--- src/rtl/imem_arbiter.sv ---
// Arbitrates a single-port instruction memory between the fetch port and the loader port.
// Define IMEM_ARB_STARVE_EN to force a loader grant after STARVE_LIMIT denied cycles.
module imem_arbiter #(
    parameter int unsigned WIDTH        = 32,
    parameter int unsigned DEPTH        = 16,
    parameter int unsigned STARVE_LIMIT = 8
) (
    input  logic             clk_i,
    input  logic             rst_ni,
    input  logic             f_req_i,
    input  logic [DEPTH-1:0] f_addr_i,
    output logic             f_gnt_o,
    output logic             f_rvalid_o,
    output logic [WIDTH-1:0] f_rdata_o,
    input  logic             l_req_i,
    input  logic             l_we_i,
    input  logic             l_lock_i,
    input  logic [DEPTH-1:0] l_addr_i,
    input  logic [WIDTH-1:0] l_wdata_i,
    output logic             l_gnt_o,
    output logic             l_rvalid_o,
    output logic [WIDTH-1:0] l_rdata_o,
    output logic             locked_o,
    output logic             m_wr_o,
    output logic             m_rd_o,
    output logic [DEPTH-1:0] m_addr_o,
    output logic [WIDTH-1:0] m_data_in_o,
    input  logic [WIDTH-1:0] m_data_out_i
);

    typedef enum logic {StRun, StLocked} state_e;

    state_e state_q, state_d;
    logic   f_rv_q, l_rv_q;
    logic   starve_hit;

    if (STARVE_LIMIT < 1) begin : g_param_check
        $error("STARVE_LIMIT must be at least 1");
    end

`ifdef IMEM_ARB_STARVE_EN
    localparam int unsigned CntW = $clog2(STARVE_LIMIT + 1);

    logic [CntW-1:0] cnt_q, cnt_d;

    assign starve_hit = (cnt_q == CntW'(STARVE_LIMIT)) & l_req_i;

    // Only denied loader cycles in RUN advance the count; it saturates at the limit.
    always_comb begin
        cnt_d = cnt_q;
        if (state_q == StLocked || l_gnt_o) begin
            cnt_d = '0;
        end else if (l_req_i && cnt_q != CntW'(STARVE_LIMIT)) begin
            cnt_d = cnt_q + 1'b1;
        end
    end

    always_ff @(posedge clk_i or negedge rst_ni) begin
        if (!rst_ni) begin
            cnt_q <= '0;
        end else begin
            cnt_q <= cnt_d;
        end
    end
`else
    assign starve_hit = 1'b0;
`endif

    always_ff @(posedge clk_i or negedge rst_ni) begin
        if (!rst_ni) begin
            state_q <= StRun;
        end else begin
            state_q <= state_d;
        end
    end

    always_comb begin
        state_d = state_q;
        unique case (state_q)
            StRun:    if (l_req_i && l_lock_i && l_gnt_o) state_d = StLocked;
            StLocked: if (!l_lock_i) state_d = StRun;
            default:  state_d = StRun;
        endcase
    end

    // Grants are masked while reset is asserted so every output reads 0 in reset.
    always_comb begin
        f_gnt_o = 1'b0;
        l_gnt_o = 1'b0;
        if (rst_ni) begin
            unique case (state_q)
                StRun: begin
                    f_gnt_o = f_req_i & ~starve_hit;
                    l_gnt_o = l_req_i & (~f_req_i | starve_hit);
                end
                StLocked: l_gnt_o = l_req_i;
                default: ;
            endcase
        end
    end

    assign locked_o = (state_q == StLocked);

    always_comb begin
        m_wr_o      = 1'b0;
        m_rd_o      = 1'b0;
        m_addr_o    = '0;
        m_data_in_o = '0;
        if (f_gnt_o) begin
            m_rd_o   = 1'b1;
            m_addr_o = f_addr_i;
        end else if (l_gnt_o) begin
            m_wr_o      = l_we_i;
            m_rd_o      = ~l_we_i;
            m_addr_o    = l_addr_i;
            m_data_in_o = l_wdata_i;
        end
    end

    always_ff @(posedge clk_i or negedge rst_ni) begin
        if (!rst_ni) begin
            f_rv_q <= 1'b0;
            l_rv_q <= 1'b0;
        end else begin
            f_rv_q <= f_gnt_o;
            l_rv_q <= l_gnt_o & ~l_we_i;
        end
    end

    assign f_rvalid_o = f_rv_q;
    assign l_rvalid_o = l_rv_q;
    assign f_rdata_o  = f_rv_q ? m_data_out_i : '0;
    assign l_rdata_o  = l_rv_q ? m_data_out_i : '0;

endmodule
--- config.mk ---
export PLATFORM = sky130hd
export DESIGN_NAME = imem_arbiter
export DESIGN_NICKNAME = d
export VERILOG_FILES = /design/src/rtl/imem_arbiter.sv
export SDC_FILE = /design/constraint.sdc
export NUM_CORES = 1
export LEC_CHECK = 0
export CAP_MARGIN = 20
export CORE_MARGIN = 8
export CORE_UTILIZATION = 20
export DETAILED_ROUTE_END_ITERATION = 10
export GPL_ROUTABILITY_DRIVEN = 0
export PLACE_DENSITY = 0.94
export SKIP_LAST_GASP = 1
export SLEW_MARGIN = 20
export SYNTH_ARGS = -nofsm -noshare
export SYNTH_HDL_FRONTEND = slang
export SYNTH_SLANG_ARGS = --single-unit
--- constraint.sdc ---
create_clock -name clk_i -period 1.5 [get_ports clk_i]
set_input_delay 0.3 -clock clk_i [delete_from_list [all_inputs] [get_ports clk_i]]
set_output_delay 0.3 -clock clk_i [all_outputs]
set_load 0.01 [all_outputs]
# == After elaboration in Yosys (flattened, before gate mapping) ==
# Index checks and enable logic that the tools add are counted.
# word_totals
reg_bits,3
inputBits,102
output_inout_bits,119
wordCells,27
# classes
mux,17
bitwise,5
reduce_logical,2
# op_table
cell,count
$mux W32,4
$mux W16,2
$mux W1,9
$pmux W1 S2,2
$not A1 Y1,3
$and A1 B1 Y1,2
$logic_and A1 B1 Y1,2

# == Depth between registers and ports, before layout ==
# logic_depth
word_depth,7
depth_mapped,5
mapped_depth_nobuf,3

# == Worst setup path before layout ==
# OpenSTA, ideal clock, no wires.
# synth_path
path_kind,register to output
startpoint,"reg state_q, in the netlist locked_o"
endpoint,out m_rd_o
arrival_time_ns,1.152
t_required_ns,1.200
slack_ns,0.048
stages_incl_launch_ff,5
path_buffers,2
path_cell_list,dfrtp_1 nand2b_1 buf_6 buf_8 a21boi_0
# synth_between
elab_chain_cells,5
word_cells_on_any_way,7
cone_classes,mux (6); bitwise (1)
# synth_lines
element,line_no,text
from (decl),33,"state_e state_q, state_d;"
from (signal assigned),71,state_q <= StRun;
from (signal assigned),73,state_q <= state_d;
$not A1 Y1,-,
$pmux W1 S2,91,unique case (state_q)
$mux W1,90,if (rst_ni) begin
$mux W1,112,end else if (l_gnt_o) begin
$mux W1 *,109,if (f_gnt_o) begin
to (decl),25,"output logic m_rd_o,"
# Mark *: on every way between the ends. The rest lies on a longest branch, timed or not.

# == Worst setup path in the final report ==
# layout_path
startpoint,"reg state_q, in the netlist locked_o"
endpoint,out m_data_in_o[16]
# layout_between
elab_chain_cells,5
word_cells_on_any_way,7
cone_classes,mux (6); bitwise (1)
# layout_lines
element,line_no,text
$not A1 Y1,-,
$pmux W1 S2,91,
$mux W1,90,
$mux W32,112,
$mux W32 *,109,
to (decl),27,"output logic [WIDTH-1:0] m_data_in_o,"
# Marked as above.

==> key figures <==
Status
  – Status: complete, but fails checks
  – Failing checks: setup timing

Clock network
  – Longest Clk Path Bufs: 2
  – CTS Buf Count: 3
  – Clock Sinks: 3
  – Skew-Pair Late Insertion Delay: 0.22 ns
  – Reg clk slew, reported paths: 0.03 ns
  – Htree depth: 1
  – CTS root buf: clkbuf_8
  – Hold_buf cts: 0
  – CTS tree: built

Finish
  – Layout overhead on the synthesized area: 214%
  – NumNets Final: 529
  – Layout cells sized above 1: 38.7%
  – Util after Layout: 65.8%
  – Post-route insts no fill: 499
  – Design Area, Final: 0.00364 sq mm

Synth
  – Cell count after synthesis: 175
  – Yosys top cell area share: 52.9%
  – Avg Cell Area, Syn: 6.63 sq um
  – Mapped Area: 0.00116 sq mm
  – Register area share after synthesis: 6.47%
  – Largest area contributor in the netlist: and2_1
  – Warning count from the yosys run: 0
  – Yosys reg bits: 3
  – Dominant cells by area after synthesis: and2_1, nand3_1, dfrtp_1
  – Post-synth net total: 277
  – Cell variety after synth: 19

STA
  – # setup viols final: 66
  – Final Hold Viols: 0
  – Setup Skew: 0.0000660 ns
  – Slew headroom: 84.3%
  – Fin crit share: 118%
  – Worst setup margin: -0.277 ns
  – Worst-margin pin slew: 0.235 ns
  – RSZ-0062 raised after global routing: true
  – Min Tclk post-route: 1.78 ns
  – Max-slew violations: 0
  – Max frequency: 0.563 GHz

Critical path
  – CP arrival: 1.48 ns
  – Max stage delay cell, worst path: dfrtp_1
  – CP max stage delay: 0.40 ns
  – Critical Path Start: locked_o
  – CP dominant cell by count: buf_6
  – FF-to-FF Start: locked_o
  – Critical path, cell by cell: nor2b_4 > buf_6 > buf_8 > buf_4 > nor2_4 > and2_4 > buf_6
  – CP endpoint kind: output pin
  – WP data required: 1.20 ns
  – R2R Setup Slk: 0.19 ns
  – Crit path kind: reg -> out
  – Startpoint class of the critical path: flip-flop
  – Crit Path Max Fanout: 4

Place
  – Hpwl dp: 6820 um
  – Port Buffer Count: 220
  – DP Cell Count: 461
  – Worst slack, placed: -0.828 ns
  – DP Area: 0.00345 sq mm

Global route
  – Number of global-route vias before repair: 2410
  – GR Overflow Total: 0
  – Largest net degree at the start of global routing: 34
  – First-pass GRT wire length: 13400 um
  – Initial antenna violation count: 1
  – Total track usage: 19.8%

Power and ir drop
  – Worst VDD drop: 0.235 mV
  – Pwr Density: 326 mW/mm^2
  – Leak pwr: 1.80 nW

Routing
  – Post-route DRC: 0
  – Total wire length: 9310 um
  – Average wire per standard cell: 18.6 um
  – DR pass1 iterations: 4
  – DRC violation total after the first TritonRoute iteration: 23
  – Vias per cell: 4.41
  – Antenna-violating nets left: 0
  – DR vias: 2199

Floorplanning
  – Rows: 27
  – Total die area: 0.00849 sq mm
  – Die Wd: 92.2 um
  – Boundary pin count: 221
  – Starting Density: 20.9%
  – Core box area: 0.00554 sq mm
  – Die Height: 92.2 um

Run
  – Max cap viols: 0

Hold path
  – HP Class: in -> async
-- layout make-up --
type	instances	area, sq um
repair buffers	259	2350
fillers	467	1900
multi-input cells	160	1080
well taps	72	90.1
flip-flops and latches	3	77.6
clock buffers	4	45.0
diodes	1	2.50
-- flip-flops by register name, indices dropped and copies added, names as in the netlist --
name,count
l_rvalid_o,1
locked_o,1
f_rvalid_o,1
-- cell families (layout without fill, tap and decap cells) --
logic type             count (synthesis)  after routing  synth area share (%)
buffers and inverters                 17            263                  11.6
AND/OR/NAND/NOR                      137            142                  70.2
AO/OA/AOI/OAI                         18             18                  11.7
other                                  0              1                     0
flip-flops                             3              3                  6.47
-- worst paths after layout --
| kind | cells past startpoint | end |
|---|---|---|
| setup reg to reg | 7 | f_rvalid_o |
| setup / recovery | 7 | m_data_in_o[16] |
| hold reg to reg | 3 | locked_o |
| min in group clk_i | 2 | locked_o |
| max in group asynchronous | 2 | l_rvalid_o |
| hold / removal | 2 | f_rvalid_o |
-- metal layers --
metal	vias to the layer above	routed length, um	global-route usage, %
met3	16	759	6.11
met2	129	4880	37.8
met4	0	202	6.44
li1	1062	-	-
met1	992	3460	19.7
met5	-	0	0
-- power breakdown --
group | internal, mW | switching [mW]
registers | 0.0857 | 0.00616
logic | 0.537 | 0.326
clock network | 0.181 | 0.0535
total | 0.804 | 0.385
-- cells in the final DEF, fill, tap and decap left out, types with 2 or more instances in the layout --
| cell type | instances |
|---|---|
| dlygate4sd2_1 | 5 |
| clkbuf_16 | 2 |
| nand2_1 | 8 |
| clkbuf_8 | 3 |
| clkbuf_2 | 31 |
| dfrtp_2 | 2 |
| buf_6 | 31 |
| a21boi_1 | 16 |
| and2_4 | 16 |
| buf_12 | 5 |
| nand3_1 | 16 |
| buf_2 | 39 |
| buf_4 | 15 |
| nor2_4 | 5 |
| clkdlybuf4s15_1 | 29 |
| buf_8 | 2 |
| nand2_2 | 8 |
| and2_1 | 82 |
| clkdlybuf4s50_1 | 98 |
-- worst max-delay path, delay by kind of cell, from the launching register on --
family / cells / cell delay (ns)
DFF: 1 / 0.40
buffers and inverters: 4 / 0.46
and+or+nand+nor: 3 / 0.39
-- through the flow --
step	setup TNS, ns	hold WS (ns)	total power, mW
floorplan	0	0.00441	0.333
global placement	-51.29	0.668	0.858
detailed placement	-53.42	0.686	0.873
CTS	-11.82	0.274	1.20
global route	-13.49	0.277	1.26
finish	-9.52	0.270	1.19
-- synthesized netlist by cell type, drive strengths merged --
cell / instances
and2: 98
nand2: 17
buf: 8
a21boi: 17
nand2b: 2
o21a: 1
nor3: 1
nor2: 2
dfrtp: 3
clkbuf: 9
nand3: 16
nor2b: 1
-- repair_timing --
action | in CTS | in global routing
gates resized for setup | 377 | 92
setup endpoints to repair | 119 | 110
cloned | 9 | 3
buffers inserted | 23 | 4
pin swaps | 43 | 22
No activity file was read; power rests on OpenSTA's default activity.
